[config.mk]
export PLATFORM = sky130hd
export DESIGN_NAME = alu_input_sequencer
export DESIGN_NICKNAME = d
export VERILOG_FILES = /design/src/rtl/alu_input_sequencer.sv
export SDC_FILE = /design/constraint.sdc
export NUM_CORES = 1
export LEC_CHECK = 0
export CAP_MARGIN = 20
export CORE_MARGIN = 5
export CORE_UTILIZATION = 40
export CTS_BUF_LIST = sky130_fd_sc_hd__clkbuf_4 sky130_fd_sc_hd__clkbuf_8
export CTS_CLUSTER_DIAMETER = 80
export DETAILED_ROUTE_END_ITERATION = 16
export DONT_BUFFER_PORTS = 1
export PLACE_DENSITY = 0.54
export SYNTH_ARGS = -nofsm -noshare
export SYNTH_HDL_FRONTEND = slang
export SYNTH_SLANG_ARGS = --single-unit
[constraint.sdc]
create_clock -name clk -period 1.5 [get_ports clk]
set_input_delay 0.15 -clock clk [delete_from_list [all_inputs] [get_ports clk]]
set_output_delay 0.15 -clock clk [all_outputs]
set_load 0.01 [all_outputs]
[src/rtl/alu_input_sequencer.sv]
// Steps Enter/Undo button presses through A -> B -> opcode -> result, emitting one-cycle load strobes.
// Latency: press stable from cycle 0 gives strobe in cycle DEBOUNCE_CYCLES+3; no backpressure, strobes are fire-and-forget.
module alu_input_sequencer #(
    parameter int DEBOUNCE_CYCLES = 500000
) (
    input  logic       clk,
    input  logic       reset,
    input  logic       enter,
    input  logic       undo,
    output logic       load_A,
    output logic       load_B,
    output logic       load_Op,
    output logic       updateRes,
    output logic       display_sel,
    output logic [3:0] state_leds
);

    localparam int CW = $clog2(DEBOUNCE_CYCLES + 1);
    localparam logic [CW-1:0] CNT_LAST = CW'(DEBOUNCE_CYCLES - 1);

    typedef enum logic [1:0] {
        S_WAIT_A  = 2'd0,
        S_WAIT_B  = 2'd1,
        S_WAIT_OP = 2'd2,
        S_SHOW    = 2'd3
    } state_t;

    // Index 0 is Enter, index 1 is Undo.
    logic [1:0]    btn_raw;
    logic [1:0]    sync1_q, sync1_d;
    logic [1:0]    sync2_q, sync2_d;
    logic [1:0]    deb_q, deb_d;
    logic [1:0]    prev_q, prev_d;
    logic [CW-1:0] cnt_q [2];
    logic [CW-1:0] cnt_d [2];
    logic [1:0]    press;
    logic          enter_p;
    logic          undo_p;

    state_t        state_q, state_d;
    logic          load_a_q, load_a_d;
    logic          load_b_q, load_b_d;
    logic          load_op_q, load_op_d;
    logic          update_res_q, update_res_d;
    logic          display_sel_q, display_sel_d;
    logic [3:0]    state_leds_q, state_leds_d;

    assign btn_raw = {undo, enter};

    always_comb begin
        for (int i = 0; i < 2; i++) begin
            sync1_d[i] = btn_raw[i];
            sync2_d[i] = sync1_q[i];
            prev_d[i]  = deb_q[i];
            deb_d[i]   = deb_q[i];
            cnt_d[i]   = '0;
            // Counter only runs while the synced level disagrees; any agreeing sample restarts it.
            if (sync2_q[i] != deb_q[i]) begin
                if (cnt_q[i] == CNT_LAST) begin
                    deb_d[i] = sync2_q[i];
                end else begin
                    cnt_d[i] = cnt_q[i] + 1'b1;
                end
            end
        end
    end

    always_ff @(posedge clk or negedge reset) begin
        if (!reset) begin
            sync1_q <= '0;
            sync2_q <= '0;
            deb_q   <= '0;
            prev_q  <= '0;
            cnt_q   <= '{default: '0};
        end else begin
            sync1_q <= sync1_d;
            sync2_q <= sync2_d;
            deb_q   <= deb_d;
            prev_q  <= prev_d;
            cnt_q   <= cnt_d;
        end
    end

    assign press   = deb_q & ~prev_q;
    assign enter_p = press[0];
    assign undo_p  = press[1];

    always_comb begin
        state_d      = state_q;
        load_a_d     = 1'b0;
        load_b_d     = 1'b0;
        load_op_d    = 1'b0;
        // Result is captured one cycle after the opcode so the ALU output has settled.
        update_res_d = load_op_q;
        if (enter_p && !undo_p) begin
            unique case (state_q)
                S_WAIT_A:  begin state_d = S_WAIT_B;  load_a_d  = 1'b1; end
                S_WAIT_B:  begin state_d = S_WAIT_OP; load_b_d  = 1'b1; end
                S_WAIT_OP: begin state_d = S_SHOW;    load_op_d = 1'b1; end
                S_SHOW:    state_d = S_WAIT_A;
            endcase
        end else if (undo_p && !enter_p) begin
            unique case (state_q)
                S_WAIT_A:  state_d = S_WAIT_A;
                S_WAIT_B:  state_d = S_WAIT_A;
                S_WAIT_OP: state_d = S_WAIT_B;
                S_SHOW:    state_d = S_WAIT_OP;
            endcase
        end
        display_sel_d = (state_d == S_SHOW);
        unique case (state_d)
            S_WAIT_A:  state_leds_d = 4'b0001;
            S_WAIT_B:  state_leds_d = 4'b0010;
            S_WAIT_OP: state_leds_d = 4'b0100;
            S_SHOW:    state_leds_d = 4'b1000;
        endcase
    end

    always_ff @(posedge clk or negedge reset) begin
        if (!reset) begin
            state_q       <= S_WAIT_A;
            load_a_q      <= 1'b0;
            load_b_q      <= 1'b0;
            load_op_q     <= 1'b0;
            update_res_q  <= 1'b0;
            display_sel_q <= 1'b0;
            state_leds_q  <= 4'b0001;
        end else begin
            state_q       <= state_d;
            load_a_q      <= load_a_d;
            load_b_q      <= load_b_d;
            load_op_q     <= load_op_d;
            update_res_q  <= update_res_d;
            display_sel_q <= display_sel_d;
            state_leds_q  <= state_leds_d;
        end
    end

    assign load_A      = load_a_q;
    assign load_B      = load_b_q;
    assign load_Op     = load_op_q;
    assign updateRes   = update_res_q;
    assign display_sel = display_sel_q;
    assign state_leds  = state_leds_q;

endmodule

; ---- Word level (Yosys, flattened, before mapping)
; Cells that the tools add are included.
[totals]
reg_bits = 57
input_bits = 4
wordCells = 52
[classes]
addsub = 2
n_eq_ne = 10
n_mux = 15
bitwise_logic = 2
reduce_logical = 9
[op_table]
columns = cell, count
row1 = two-way mux 19 bit, 4
row2 = adder 19 x 1 -> 19 bit (second input constant), 2
row3 = == test 19 bit (second input constant), 2
row4 = case mux 4 bit (4 select lines), 1
row5 = == test 2 bit (second input constant), 4
row6 = case mux 2 bit (4 select lines), 1
row7 = two-way mux 1 bit, 6
row8 = case mux 2 bit (3 select lines), 1
row9 = == test 2 x 1 -> 1 bit (second input constant), 2
row10 = zero test 2 bit, 2
row11 = two-way mux 2 bit, 2
row12 = AND reduction 2 bit, 2
row13 = bitwise AND 2 bit, 1
row14 = logical AND 1 bit, 2
row15 = zero test 1 bit, 2
row16 = inequality test 1 bit, 2
row17 = inverter 2 bit, 1
row18 = OR reduction 2 bit, 1

; ---- Depth between registers and ports, before layout
; Gate-level depths: netlist of the first run.
[logic_depth]
depth_word = 8
depth_mapped = 7

; ---- Least setup slack after synthesis of the first run
; OpenSTA, ideal clock, no wires.
[synth_path]
path_type = register -> register
startpoint = reg cnt_q[19] in the netlist's numbering
endpoint = reg cnt_q[26] in the netlist's numbering
setup_time_ps = 121
arrival_ps = 1528
setup_slack_ps = -149
path_stages_with_launch = 8
synth_period_minus_slack_ps = 1649
path_cell_list = dfrtp_1 -> ha_1 -> and4_1 -> buf_2 -> nand3_1 -> o21ai_2 -> buf_2 -> nor2_1
[synth_rtl]
columns = item, line
row1 = "start, declared", 34  ; logic [CW-1:0] cnt_q [2];
row2 = "start signal, assigned", 80  ; cnt_q <= cnt_d;

==> results of run 1 <==
-- cells in the final DEF (no fill, tap or decap), types with 6 or more instances in the layout --
cell	count
dfrtp_1	51
and3_1	6
xnor2_1	7
nand3_1	13
nand2_1	11
nand4_1	13
xor2_1	21
nor2_1	29
buf_4	62
-- metrics by stage --
step / area [um^2] / util [%] / setup TNS [ps]
2_1_floorplan: 2663 / - / -476.8
3_3_place_gp: 3094 / 48.73 / -55.95
3_5_place_dp: 3094 / 48.73 / -203.6
4_1_cts: 3296 / 51.90 / -140.6
5_1_grt: 3505 / 55.19 / -2277
6_report: 3505 / 55.19 / -231.4
-- power groups by stage --
stage	sequential [mW]	combinational (mW)	clock [mW]
detailed placement	1.57	0.0770	0
global placement	1.57	0.0764	0
finish	1.54	0.135	0.861
global route	1.55	0.154	0.967
floorplan	1.57	0.0414	0
CTS	1.54	0.124	0.901
-- path summary, 6_finish.rpt --
path | start | to | slack, ps
setup / recovery | cnt_q[26] | cnt_q[37] | -90
hold / removal | reset | state_q[0] | 350
setup reg to reg | cnt_q[26] | cnt_q[37] | -90
hold reg to reg | sync1_q[1] | sync2_q[1] | 360
max in group asynchronous | reset | state_leds[0] | 870
min in group clk | sync1_q[1] | sync2_q[1] | 360
-- final cells by class --
cell class              count  area (um^2)  area share [%]
repair buffers             70        580.6           16.57
well taps                  77        96.34           2.749
inverters                   5        18.77          0.5355
flip-flops and latches     56         1408           40.16
multi-input cells         175         1308           37.31
clock buffers               5        68.82           1.964
clock inverters             3        25.02          0.7140
-- logic make-up (layout without fill, tap and decap cells) --
kind of cell    after synthesis  after routing
simple gates                116            116
buf+inv                      14             83
compound gates               21             21
fa+ha+maj                     6              6
flops                        56             56
mux                           3              3
xor+xnor                     29             29
-- Yosys cell counts, drive strengths merged --
cell type / instances / area share (%)
nor4: 4 / 0.95
o211ai: 1 / 0.29
xnor2: 7 / 2.3
dfrtp: 55 / 52
nor3: 1 / 0.19
o31ai: 3 / 0.86
mux2: 2 / 0.86
and3: 6 / 1.4
ha: 6 / 2.9
clkbuf: 1 / 0.14
mux2i: 1 / 0.38
inv: 5 / 0.72
or4: 4 / 1.1
dfstp: 1 / 1.0
o21a: 1 / 0.29
and4: 9 / 3.0
o21ai: 4 / 0.91
nand2: 11 / 1.6
nand2b: 2 / 0.48
o21bai: 1 / 0.43
and2: 5 / 1.2
nand4: 14 / 3.9
and2b: 1 / 0.29
buf: 8 / 1.9
nor2: 34 / 4.9
nor3b: 1 / 0.29
or3: 4 / 0.95
o21ba: 1 / 0.38
a31o: 1 / 0.33
nor4bb: 4 / 1.5
nor2b: 1 / 0.24
nand3: 15 / 2.9
xor2: 22 / 7.3
a21oi: 9 / 1.7
-- flip-flops by register name (all words and copies together) (netlist names) --
| register | count |
|---|---|
| load_A | 1 |
| state_q | 2 |
| sync1_q | 2 |
| state_leds | 3 |
| sync2_q | 2 |
| display_sel | 1 |
| prev_q | 2 |
| cnt_q | 38 |
| updateRes | 1 |
| deb_q | 2 |
| load_B | 1 |
| load_Op | 1 |
-- timing repair --
| action | CTS | global route |
|---|---|---|
| setup endpoints to repair | 12 | 42 |
| cloned | 0 | 1 |
| endpoints found under the hold margin | 58 | 0 |
| setup buffers | 2 | 11 |
| hold buffers | 4 | 0 |
| resized for setup | 11 | 33 |
| pin swaps | 3 | 17 |
-- per-layer routing --
metal | routed length (um) | global-route usage (%) | up-vias | part of all wire (%)
met5 | 0 | 0 | - | 0
met3 | 118 | 2.314 | 4 | 2.2
met4 | 34 | 3.667 | 0 | 0.62
met1 | 2758 | 19.58 | 1014 | 51
met2 | 2541 | 20.55 | 22 | 47
li1 | - | - | 994 | -
==> results.json, run 1 <==
{
  "seq_area_frac_synth_pct": 53.43,
  "holdWs_ps": 352.7,
  "gr-total-overflow": 0,
  "crit_fanout": 6,
  "cts_buffers": 5,
  "final_cells": 391,
  "syn_area_per_cell_um2": 10.71,
  "dieWidth_um": 91.01,
  "routed_wl_um": 5452,
  "cp.arrival_ps": 1830,
  "p_seq_share_pct": 60.8,
  "path_delay_family": "simple AND/OR/NAND/NOR gates",
  "netSwitchingFraction_pct": 23.87,
  "diodes": 0,
  "crit_path_start_kind": "flip-flop",
  "wire_per_inst_um": 13.94,
  "grt_max_degree": 57,
  "crit_required_ps": 1740,
  "crit_chain": "buf_4 > and4_1 > nand2_1 > or4_1 > a21oi_2",
  "grt_pass1_wl_um": 9232,
  "cpMaxStageDelayCell": "or4_1",
  "drv_cap": 0,
  "cts_root_buffer": "clkbuf_8",
  "violations": "setup timing",
  "gp_congestion": 0.7990,
  "end_kind": "flip-flop",
  "grt_pass1_vias": 1946,
  "firstDrtPassIters": 4,
  "area_growth_pct": 33.51,
  "fmax_ghz": 0.6300,
  "nets": 323,
  "vias": 2034,
  "crit_cells": 5,
  "synth_top_family_by_area": "simple AND/OR/NAND/NOR gates",
  "hpwl_um": 3804,
  "worstPathBufferInverterCount": 1,
  "synth.distinct_cells": 38,
  "synth_simple_gate_area_share_pct": 24.88,
  "drc": 0,
  "hold_viol": 0,
  "grt.total_usage_pct": 13.40,
  "finalPower_mw": 2.537,
  "ant_nets": 0,
  "cts_tree": "yes",
  "pwr-share-clk_pct": 33.9,
  "status": "finished, violations left",
  "power.leakage_nw": 1.582,
  "synth-adder-area-share_pct": 2.860,
  "clockBufferDepth": 2,
  "num_io_pins": 13,
  "min_period_ps": 1587,
  "fin_crit_sh_pct": 105.8,
  "peakVddDrop_uv": 464.6,
  "rsz0062_at_grt": "true",
  "io_buffers": 0,
  "cts_sinks": 56,
  "worstHoldPathType": "input port to async pin",
  "synth_compound_area_share_pct": 5.195,
  "internal_power_mw": 1.932,
  "worstSetupPathType": "flip-flop to flip-flop",
  "synthMuxAreaShare_pct": 1.239,
  "viasPerCell": 5.202,
  "syn_inst": 245,
  "tightest_slew_ps": 418.6,
  "pre_cts_slack_ps": -70.86,
  "nFillCells": 574,
  "start_util_pct": 41.34,
  "p_sw_mw": 0.6057,
  "pwr_density_cell_nw_per_um2": 724.0,
  "htreeDepth": 2,
  "ff2ff_path_depth": 5,
  "slew_headroom_pct": 71.97,
  "drv_slew": 0,
  "setup-violations-final": 6,
  "insertion_delay_ps": 310,
  "yosysWarnings": 0,
  "antenna_found_initial": 0,
  "drive_gt1_share_pct": 36.62,
  "rows": 29,
  "syn-num-nets": 255,
  "slowest_delay_ps": 520,
  "first_iter_violations": 66,
  "clk_pin_slew_ps": 110,
  "synth_xor_area_share_pct": 9.676,
  "core_area_um2": 6350,
  "design.die.area_um2": 8283,
  "fin_ws_ps": -87.35,
  "p_comb_share_pct": 5.3,
  "fin_worst_skew_ps": 8.282,
  "dp_cells": 365,
  "netlist_area_um2": 2625,
  "ys_seq_elements": 56,
  "die_h_um": 91.01
}
(Power assumes the default switching activity.)
==> inputs of run 2 (changes only) <==
--- a/config.mk
+++ b/config.mk
@@ -12,7 +12,9 @@
 export CTS_CLUSTER_DIAMETER = 80
 export DETAILED_ROUTE_END_ITERATION = 16
 export DONT_BUFFER_PORTS = 1
-export PLACE_DENSITY = 0.54
+export MAX_ROUTING_LAYER = met4
+export PLACE_DENSITY = 0.52
+export SLEW_MARGIN = 0
 export SYNTH_ARGS = -nofsm -noshare
 export SYNTH_HDL_FRONTEND = slang
 export SYNTH_SLANG_ARGS = --single-unit
==> constraint.sdc (replaced) <==
create_clock -name clk -period 1.8 [get_ports clk]
set_input_delay 0.18 -clock clk [delete_from_list [all_inputs] [get_ports clk]]
set_output_delay 0.18 -clock clk [all_outputs]
set_load 0.01 [all_outputs]
==> run 2 against run 1 <==
Net effect:
- the flow now finishes without violations
- non-clock buffer count shrank 57
- fmax is 5.5% lower
- worst setup slack improved by 210 ps
- first-iteration DRC count is 53% higher
- wire length down 14%
- utilization down 9.1 points
- worst hold slack better by 9.4 ps
- global-route usage decreased by 1.2 points
- power down 17%
- die area stayed put
- critical path type unchanged
==> results.json, run 2 (synthesized netlist as in run 1, its figures left out) <==
{
  "drv_slew": 0,
  "first_iter_violations": 101,
  "ant_nets": 0,
  "htreeDepth": 2,
  "finalPower_mw": 2.102,
  "final_util_pct": 46.11,
  "viasPerCell": 5.254,
  "diodes": 0,
  "design.die.area_um2": 8283,
  "num_io_pins": 13,
  "status": "completed",
  "tightest_slew_ps": 373.7,
  "crit_path_start_kind": "flip-flop",
  "cts_sinks": 56,
  "die_h_um": 91.01,
  "cts_buffers": 5,
  "cp.arrival_ps": 1920,
  "regMostFlops": "cnt_q",
  "layout_commonest_cell": "dfrtp_1",
  "post_cts_buffers": 0,
  "crit_required_ps": 2040,
  "slew_headroom_pct": 74.98,
  "hold_viol": 0,
  "grt_pass1_vias": 1743,
  "insertion_delay_ps": 310,
  "tns_ps": 0,
  "wire_per_inst_um": 13.97,
  "hpwl_um": 3223,
  "drv_cap": 0,
  "largest_reg_flops": 38,
  "slowest_delay_ps": 450,
  "core_area_um2": 6350,
  "final_cell_mix": "dfrtp_1, nor2_1, xor2_1",
  "drc": 0,
  "clockBufferDepth": 2,
  "grt_pass1_wl_um": 8217,
  "area_growth_pct": 11.53,
  "fin_worst_skew_ps": 11.75,
  "worstPathBufferInverterCount": 0,
  "routed_wl_um": 4665,
  "cpMaxStageDelayCell": "or4_1",
  "end_kind": "flip-flop",
  "path_delay_family": "simple AND/OR/NAND/NOR gates",
  "gp_congestion": 0.8113,
  "rsz0062_at_grt": "false",
  "io_buffers": 0,
  "cts_root_buffer": "clkbuf_8",
  "dieWidth_um": 91.01,
  "antenna_found_initial": 0,
  "drive_gt1_share_pct": 10.89,
  "clk_pin_slew_ps": 110,
  "setup-violations-final": 0,
  "crit_fanout": 7,
  "min_period_ps": 1679,
  "grt.total_usage_pct": 12.21,
  "nets": 266,
  "start_util_pct": 41.34,
  "rows": 29,
  "fin_crit_sh_pct": 93.27,
  "cts_tree": "yes",
  "fmax_ghz": 0.5956,
  "firstDrtPassIters": 4,
  "power.leakage_nw": 1.281,
  "vias": 1755,
  "worstHoldPathType": "flip-flop to flip-flop",
  "peakVddDrop_uv": 351.5,
  "crit_chain": "ha_4 > and4_4 > nand4_1 > or4_1 > a21oi_2",
  "pwr_density_cell_nw_per_um2": 718.0,
  "grt_max_degree": 57,
  "worstSetupPathType": "flip-flop to flip-flop",
  "gr-total-overflow": 0
}
==> run 2: cell types whose count changed in the layout (fill, tap and decap cells not counted), moves of 4 or more <==
cell	delta
buf_4	-54
and4_1	+5
nor2_1	+5
and4_4	-4
dfrtp_1	+4
dfrtp_2	-4
==> run 2: routing by layer <==
metal | track usage [%] | share of wire [%]
met3 | 2.149 | 2.0
met1 | 16.16 | 49
met5 | - | 0
met4 | 4.401 | 1.4
met2 | 18.87 | 47
==> run 2: final timing paths <==
path                            start             to  slack, ps  depth (start not counted)
min reg2reg                sync1_q[1]     sync2_q[1]        360                          0
max in group asynchronous       reset  state_leds[0]       1150                          2
max                         cnt_q[19]      cnt_q[37]        120                          5
max reg2reg                 cnt_q[19]      cnt_q[37]        120                          5
min                        sync1_q[1]     sync2_q[1]        360                          0
min in group asynchronous       reset         load_B        370                          2
==> run 2: report_power, final <==
part	switching, mW	leakage [nW]	total (mW)	internal, mW
Clock	0.446	0.0452	0.731	0.285
Combinational	0.0505	0.471	0.0842	0.0337
Sequential	0.0144	0.765	1.29	1.27
Total	0.511	1.28	2.10	1.59
==> run 2: layout make-up <==
cell class                      instances  area (um^2)
Clock buffer                            5        68.82
Clock inverter                          3        25.02
Fill cell                             579         3422
Inverter                                5        18.77
Multi-Input combinational cell        175         1179
Sequential cell                        56         1403
Tap cell                               77        96.34
Timing Repair Buffer                   13        137.6
==> run 2: what timing repair did <==
item	4_1_cts	5_1_grt
hold buffers	4	0
pin swaps	0	1
resized for setup	1	6
setup endpoints to repair	1	5
gates cloned	0	0
hold endpoints to repair	58	0
==> run 2: metrics by stage <==
stage          hold slack, ps  area (um^2)  std cells  setup WS, ps
2_1_floorplan          -115.6         2625        245         150.7
3_3_place_gp           -114.2         2749        322         98.01
6_report                362.0         2928        334         121.1
3_5_place_dp           -114.1         2749        322         33.83
4_1_cts                 369.2         2902        334         30.25
5_1_grt                 366.7         2928        334         16.89
